===== src/rtl/keypad_pkg.sv =====
// Shared types for the keypad front-end.
// Holds the FSM state type and the counter sizing helper.
package keypad_pkg;

  typedef enum logic [2:0] {
    IDLE,
    DEBOUNCE,
    VALID,
    HELD,
    RELEASE
  } kp_state_t;

  function automatic int max3(input int a, input int b, input int c);
    int m;
    m = a;
    if (b > m) m = b;
    if (c > m) m = c;
    return m;
  endfunction

endpackage


===== src/rtl/tick_div.sv =====
// Free-running divider: one-cycle tick every DIV clocks.
// Unaffected by the keypad enable.
module tick_div #(
  parameter int DIV = 100
) (
  input  logic clk,
  input  logic rst,
  output logic tick
);

  localparam int W = $clog2(DIV);
  localparam logic [W-1:0] LAST = W'(DIV - 1);

  logic [W-1:0] tcnt;

  always_ff @(posedge clk or posedge rst) begin
    if (rst) tcnt <= '0;
    else if (tcnt == LAST) tcnt <= '0;
    else tcnt <= tcnt + 1'b1;
  end

  assign tick = (tcnt == LAST);

endmodule


===== src/rtl/keypad_event_encoder.sv =====
// Priority-encoded, debounced keypad with valid/ready event delivery.
// Define KEYPAD_REPEAT_EN to re-issue a held key every REPEAT_CYCLES.
module keypad_event_encoder
  import keypad_pkg::*;
#(
  parameter int NUM_KEYS        = 10,
  parameter int CODE_W          = 4,
  parameter int DEBOUNCE_CYCLES = 100,
  parameter int TICK_DIV        = 100,
  parameter int REPEAT_CYCLES   = 1000
) (
  input  logic                clk,
  input  logic                rst,
  input  logic [NUM_KEYS-1:0] keypad,
  input  logic                enable_n,
  input  logic                key_ready,
  output logic                key_valid,
  output logic [CODE_W-1:0]   key_code,
  output logic                any_key,
  output logic                tick,
  output logic                strobe_out
);

`ifdef KEYPAD_REPEAT_EN
  localparam int REP_SZ = REPEAT_CYCLES;
`else
  localparam int REP_SZ = 1;
`endif

  localparam int CNT_W =
    $clog2(max3(DEBOUNCE_CYCLES, REP_SZ, TICK_DIV));
  localparam logic [CNT_W-1:0] DEB_LAST =
    CNT_W'(DEBOUNCE_CYCLES - 1);

  kp_state_t          state, nxt;
  logic [CNT_W-1:0]   cnt, cnt_nxt;
  logic [CODE_W-1:0]  cand, cand_nxt;
  logic [CODE_W-1:0]  code_nxt;
  logic [CODE_W-1:0]  code;
  logic               deb_last;

  tick_div #(.DIV(TICK_DIV)) u_tick (
    .clk  (clk),
    .rst  (rst),
    .tick (tick)
  );

  // Highest index wins; ascending loop lets later keys override.
  always_comb begin
    code = '0;
    for (int i = 0; i < NUM_KEYS; i++)
      if (keypad[i]) code = CODE_W'(i);
  end

  assign any_key  = |keypad;
  assign deb_last = (cnt == DEB_LAST);

  always_ff @(posedge clk or posedge rst) begin
    if (rst) begin
      state    <= IDLE;
      cnt      <= '0;
      cand     <= '0;
      key_code <= '0;
    end else begin
      state    <= nxt;
      cnt      <= cnt_nxt;
      cand     <= cand_nxt;
      key_code <= code_nxt;
    end
  end

  always_comb begin
    nxt      = state;
    cnt_nxt  = cnt;
    cand_nxt = cand;
    code_nxt = key_code;
    if (enable_n) begin
      nxt     = IDLE;
      cnt_nxt = '0;
    end else begin
      unique case (state)
        IDLE: if (any_key) begin
          nxt      = DEBOUNCE;
          cand_nxt = code;
          cnt_nxt  = '0;
        end
        DEBOUNCE: if (!any_key || code != cand) begin
          nxt     = IDLE;
          cnt_nxt = '0;
        end else if (deb_last) begin
          nxt      = VALID;
          code_nxt = cand;
        end else begin
          cnt_nxt = cnt + 1'b1;
        end
        VALID: if (key_ready) begin
          nxt     = HELD;
          cnt_nxt = '0;
        end
        HELD: if (!any_key) begin
          nxt     = RELEASE;
          cnt_nxt = '0;
`ifdef KEYPAD_REPEAT_EN
        end else if (cnt == CNT_W'(REPEAT_CYCLES - 1)) begin
          nxt     = VALID;
          cnt_nxt = '0;
        end else begin
          cnt_nxt = cnt + 1'b1;
`endif
        end
        RELEASE: if (any_key) begin
          nxt     = HELD;
          cnt_nxt = '0;
        end else if (deb_last) begin
          nxt     = IDLE;
          cnt_nxt = '0;
        end else begin
          cnt_nxt = cnt + 1'b1;
        end
        default: begin
          nxt     = IDLE;
          cnt_nxt = '0;
        end
      endcase
    end
  end

  always_comb begin
    key_valid  = (state == VALID);
    strobe_out = enable_n ? tick : (key_valid & key_ready);
  end

endmodule


===== config.mk =====
export PLATFORM = sky130hd
export DESIGN_NAME = keypad_event_encoder
export DESIGN_NICKNAME = d
export VERILOG_FILES = /design/src/rtl/keypad_pkg.sv /design/src/rtl/tick_div.sv /design/src/rtl/keypad_event_encoder.sv
export SDC_FILE = /design/constraint.sdc
export NUM_CORES = 1
export LEC_CHECK = 0
export BUFFER_PORTS_ARGS = -buffer_cell sky130_fd_sc_hd__buf_2
export CAP_MARGIN = 0
export CORE_MARGIN = 2
export CORE_UTILIZATION = 40
export CTS_CLUSTER_SIZE = 8
export DETAILED_ROUTE_END_ITERATION = 16
export GPL_ROUTABILITY_DRIVEN = 1
export GPL_TIMING_DRIVEN = 1
export PLACE_DENSITY = 0.7
export SYNTH_ARGS = -nofsm -noshare
export SYNTH_HDL_FRONTEND = slang
export SYNTH_SLANG_ARGS = --single-unit

===== constraint.sdc =====
create_clock -name clk -period 3 [get_ports clk]
set_input_delay 0.75 -clock clk [delete_from_list [all_inputs] [get_ports clk]]
set_output_delay 0.75 -clock clk [all_outputs]
set_load 0.01 [all_outputs]

==> results of run 1 <==
kinds of logic after synthesis:
family | count (synthesis) | synth area share
and+or+nand+nor | 61 | 0.252
AOI/OAI and AO/OA | 37 | 0.205
DFF | 25 | 0.406
buffers and inverters | 12 | 0.0341
muxes | 9 | 0.0649
xor gates and xnor gates | 4 | 0.0227
adders and majority gates | 2 | 0.0162
worst max-delay path: stages:
cell     delay (ps)
buf_2           110
or4_4           550
nor4b_4         480
inv_1            70
buf_2           150
stage by stage:
stage          setup WS (ps)  hold slack, ps  area, um^2
2_1_floorplan            422             455        1540
3_3_place_gp             181             484        1700
3_5_place_dp             106             487        1700
4_1_cts                  129             498        1750
5_1_grt                 51.7             535        1750
6_report                 132             500        1750
synth_stat cells, types with 3 or more instances:
| library cell | number | area share |
|---|---|---|
| a22o_1 | 6 | 0.034 |
| and3_1 | 5 | 0.020 |
| dfrtp_1 | 25 | 0.41 |
| inv_1 | 7 | 0.017 |
| mux2_2 | 8 | 0.058 |
| nand2b_1 | 4 | 0.016 |
| nand3_1 | 5 | 0.016 |
| nor2_1 | 14 | 0.034 |
| nor2b_1 | 8 | 0.032 |
| nor3_1 | 4 | 0.013 |
| o21ai_0 | 10 | 0.032 |
| xnor2_1 | 3 | 0.017 |
flip-flops by register name (all words and copies together), names as in the netlist:
signal and flops:
cand 4, cnt 7, key_code 4, state 3, u_tick.tcnt 7
final cells by class:
type / count / share of cell area
clock buffers: 4 / 0.0258
inverters: 7 / 0.0150
well taps: 48 / 0.0344
repair buffers: 24 / 0.0730
flip-flops and latches: 25 / 0.358
multi-input cells: 113 / 0.494
power breakdown:
part / switching (mW) / internal (mW) / total, mW
logic: 0.123 / 0.106 / 0.229
clock network: 0.101 / 0.0948 / 0.196
registers: 0.0592 / 0.370 / 0.429
metal layers:
layer / routed length (um) / global-route usage / vias to the layer above
met3: 149 / 0.0256 / 6
met5: 0 / 0 / -
li1: - / - / 606
met2: 1390 / 0.239 / 33
met4: 41 / 0.0663 / 0
met1: 1460 / 0.200 / 578
worst paths after layout:
check	from	end	slack, ps	cells past startpoint
max	keypad[2]	any_key	130	5
min	u_tick.tcnt[0]	u_tick.tcnt[0]	500	1
max reg2reg	cand[0]	cnt[3]	710	8
min reg2reg	u_tick.tcnt[0]	u_tick.tcnt[0]	500	1
max in group asynchronous	rst	u_tick.tcnt[5]	1730	2
min in group asynchronous	rst	key_code[3]	690	2
==> impl_metrics.env, run 1 <==
export IMPL_status="finished, final reports clean"
export IMPL_coreArea_um2=3690
export IMPL_area_delta_synth_final_pct=13.4
export IMPL_cts_resized=0
export IMPL_place_inst=217
export IMPL_vias=1223
export IMPL_place_congestion=0.813
export IMPL_drtIter0Drc=83
export IMPL_tightest_slew_ps=952
export IMPL_ys_warn_count=0
export IMPL_layout_commonest_cell="dfrtp_1"
export IMPL_initial_core_util=0.418
export IMPL_seqCellArea_um2=626
export IMPL_wire_per_inst_um=13.7
export IMPL_port_buffer_count=21
export IMPL_grt_pass1_wl_mm=5.13
export IMPL_finalPower_mw=0.854
export IMPL_grt_pass1_vias=1191
export IMPL_setup_tns_ps=0
export IMPL_crit_path_start_kind="primary input"
export IMPL_die_x_um=66.1
export IMPL_drive_gt1_frac=0.289
export IMPL_clock_root_buffer="clkbuf_8"
export IMPL_powerDensity_nw_per_um2=489
export IMPL_drtPass1Iterations=4
export IMPL_fin_crit_sh=0.956
export IMPL_fin_crit_ps=2870
export IMPL_syn_inst=150
export IMPL_clock_path_buffers=2
export IMPL_ys_flop_type="dfrtp_1"
export IMPL_grt_usage=0.150
export IMPL_critPathCaptureType="output pin"
export IMPL_postCtsSetupRepairBufs=0
export IMPL_hp_class="reg -> reg"
export IMPL_required_ps=2250
export IMPL_ant_nets=0
export IMPL_path_class="in -> out"
export IMPL_drv_cap=0
export IMPL_grt_max_degree=26
export IMPL_dp_final_hpwl_mm=2.27
export IMPL_cts_buffers=3
export IMPL_syn_nets=166
export IMPL_fillers=347
export IMPL_wirelength_mm=3.04
export IMPL_antenna_found_initial=0
export IMPL_setup_viol=0
export IMPL_p_leak_nw=0.775
export IMPL_yosysUniqueCellTypes=53
export IMPL_ys_seq_area_frac=0.406
export IMPL_worstPathArrival_ps=2120
export IMPL_multiInputGateArea_um2=863
export IMPL_clk_pin_slew_worst_paths_ps=80
export IMPL_slew_viol_final=0
export IMPL_num_rows=22
export IMPL_slew_headroom=0.364
export IMPL_clock_latency_ps=260
export IMPL_routed_via_density=5.53
export IMPL_cts_tree="yes"
export IMPL_ios=22
export IMPL_fmax_mhz=349
export IMPL_antenna_cells=0
export IMPL_synthArstFlopShare=1.00
export IMPL_utilization=0.474
export IMPL_h_tree_depth=1
export IMPL_gr_total_overflow=0
export IMPL_rsz0062_at_grt="no"
export IMPL_syn_area_um2=1540
export IMPL_vdd_drop_max_mv=0.291
export IMPL_die_h_um=66.1
export IMPL_fin_cells=221
export IMPL_synth_edff_count=0
export IMPL_most_common_layout_cells="dfrtp_1 (25), buf_2 (21), nor2_1 (14)"
export IMPL_skew_ps=3.89
export IMPL_route_detailed_drc=0
export IMPL_fin_nets=190
export IMPL_synth_seq_cells=25
export IMPL_die_area_um2=4370
export IMPL_crit_fanout=7
export IMPL_cts_sinks=25
export IMPL_finalHoldViolations=0
export IMPL_synth_area_per_cell_um2=10.3
export IMPL_hold_buffers=0
Note: power is estimated with default switching activity, not from simulation.
==> run 2: changes to the inputs <==
--- a/config.mk
+++ b/config.mk
@@ -9,6 +9,7 @@
 export CAP_MARGIN = 0
 export CORE_MARGIN = 2
 export CORE_UTILIZATION = 40
+export CTS_BUF_LIST = sky130_fd_sc_hd__clkbuf_8 sky130_fd_sc_hd__clkbuf_16
 export CTS_CLUSTER_SIZE = 8
 export DETAILED_ROUTE_END_ITERATION = 16
 export GPL_ROUTABILITY_DRIVEN = 1
==> run 2 against run 1 <==
Compared with the run above: critical path depth unchanged; first-iteration DRC count shrank 2.4%; global-route usage is the same; maximum frequency rose by 0.57%; clock power shrank 2%; count of clock-buffer cells in the layout shrank 1; power down 0.42%; highest routed layer unchanged; largest power group unchanged; via count rose by 0.41%; largest cell class unchanged; utilization unchanged; hold slack gained 1.5 ps; sequential share of layout area unchanged.
==> impl_metrics.env, run 2 (synthesized netlist as in run 1, its figures left out) <==
export IMPL_cts_tree="yes"
export IMPL_postCtsSetupRepairBufs=0
export IMPL_clock_latency_ps=260
export IMPL_crit_fanout=7
export IMPL_slew_viol_final=0
export IMPL_hold_buffers=0
export IMPL_finalHoldViolations=0
export IMPL_dp_slack_ps=106
export IMPL_path_class="in -> out"
export IMPL_drive_gt1_frac=0.289
export IMPL_seqCellArea_um2=626
export IMPL_required_ps=2250
export IMPL_slowest_delay_ps=550
export IMPL_clk_pin_slew_worst_paths_ps=80
export IMPL_comb_power_share=0.269
export IMPL_cts_resized=0
export IMPL_ios=22
export IMPL_crit_chain="buf_2 -> or4_4 -> nor4b_4 -> inv_1 -> buf_2"
export IMPL_port_buffer_count=21
export IMPL_crit_path_start_kind="primary input"
export IMPL_hp_class="reg -> reg"
export IMPL_fin_crit_ps=2850
export IMPL_die_x_um=66.1
export IMPL_worstPathArrival_ps=2100
export IMPL_drtPass1Iterations=4
export IMPL_critPathCaptureType="output pin"
export IMPL_grt_usage=0.150
export IMPL_clock_path_buffers=2
export IMPL_p_leak_nw=0.779
export IMPL_routed_via_density=5.56
export IMPL_dp_final_hpwl_mm=2.27
export IMPL_r2r_start="cand[0]"
export IMPL_vdd_drop_max_mv=0.281
export IMPL_seqPwrFrac=0.505
export IMPL_finalPower_mw=0.850
export IMPL_initial_core_util=0.418
export IMPL_skew_ps=4.66
export IMPL_grt_pass1_wl_mm=5.13
export IMPL_ant_nets=0
export IMPL_cts_buffers=3
export IMPL_power_report_internal_total_mw=0.567
export IMPL_fmax_mhz=351
export IMPL_cpMaxStageDelayCell="or4_4"
export IMPL_grt_pass1_vias=1191
export IMPL_tightest_slew_ps=956
export IMPL_area_delta_synth_final_pct=13.4
export IMPL_cp_startpoint="keypad[2]"
export IMPL_top_regs="cnt (7), u_tick.tcnt (7)"
export IMPL_fin_crit_sh=0.950
export IMPL_fin_nets=190
export IMPL_clkPwrFrac=0.226
export IMPL_num_rows=22
export IMPL_fillers=347
export IMPL_path_common_cell="buf_2"
export IMPL_fin_ws_ps=149
export IMPL_status="finished, final reports clean"
export IMPL_h_tree_depth=1
export IMPL_coreArea_um2=3690
export IMPL_slew_headroom=0.362
export IMPL_multiInputGateArea_um2=863
export IMPL_antenna_found_initial=0
export IMPL_setup_tns_ps=0
export IMPL_wire_per_inst_um=13.7
export IMPL_route_detailed_drc=0
export IMPL_most_common_layout_cells="dfrtp_1 (25), buf_2 (21), nor2_1 (14)"
export IMPL_wirelength_mm=3.03
export IMPL_rsz0062_at_grt="no"
export IMPL_place_congestion=0.813
export IMPL_drtIter0Drc=81
export IMPL_gr_total_overflow=0
export IMPL_drv_cap=0
export IMPL_swShare=0.333
export IMPL_powerDensity_nw_per_um2=486
export IMPL_clock_root_buffer="clkbuf_8"
export IMPL_switching_power_mw=0.283
export IMPL_grt_max_degree=26
export IMPL_die_area_um2=4370
export IMPL_hp_start="u_tick.tcnt[0]"
export IMPL_layout_commonest_cell="dfrtp_1"
export IMPL_setup_viol=0
export IMPL_cts_sinks=25
export IMPL_hold_ws_ps=502
export IMPL_vias=1228
export IMPL_antenna_cells=0
export IMPL_die_h_um=66.1
-- run 2: critical path, delay by kind of cell --
family,cells,cell delay (ps)
buf+inv,3,330
simple gates,2,1020
-- run 2: power groups by stage --
stage | registers [mW] | clock network, mW | logic (mW)
2_1_floorplan | 0.401 | 0 | 0.202
3_3_place_gp | 0.433 | 0 | 0.226
3_5_place_dp | 0.435 | 0 | 0.229
4_1_cts | 0.429 | 0.197 | 0.231
5_1_grt | 0.437 | 0.216 | 0.254
6_report | 0.429 | 0.192 | 0.229
-- run 2: worst paths after layout --
| path | endpoint | slack [ps] | cells past startpoint |
|---|---|---|---|
| worst min register to register | u_tick.tcnt[0] | 500 | 1 |
| max in group asynchronous | u_tick.tcnt[5] | 1730 | 2 |
| worst max register to register | cnt[3] | 710 | 8 |
| worst max-delay path | any_key | 150 | 5 |
| min in group asynchronous | key_code[3] | 690 | 2 |
| worst min-delay path | u_tick.tcnt[0] | 500 | 1 |
-- run 2: per-layer routing --
metal | track usage | part of all wire | wire length [um] | up-vias
met4 | 0.0663 | 0.014 | 41 | 0
met5 | 0 | 0 | 0 | -
li1 | - | - | - | 605
met3 | 0.0256 | 0.053 | 160 | 6
met1 | 0.200 | 0.48 | 1440 | 579
met2 | 0.239 | 0.46 | 1380 | 38
-- run 2: metrics by stage --
stage / std cells / utilization / area [um^2]
after floorplan: 150 / - / 1540
after global placement: 217 / 0.462 / 1700
after detailed placement: 217 / 0.462 / 1700
after CTS: 221 / 0.474 / 1750
after global routing: 221 / 0.474 / 1750
final: 221 / 0.474 / 1750
-- run 2: layout make-up --
type | count | area share
Inverter | 7 | 0.0150
Clock inverter | 1 | 0.00215
Timing Repair Buffer | 24 | 0.0730
Multi-Input combinational cell | 113 | 0.494
Sequential cell | 25 | 0.358
Clock buffer | 3 | 0.0236
Tap cell | 48 | 0.0344
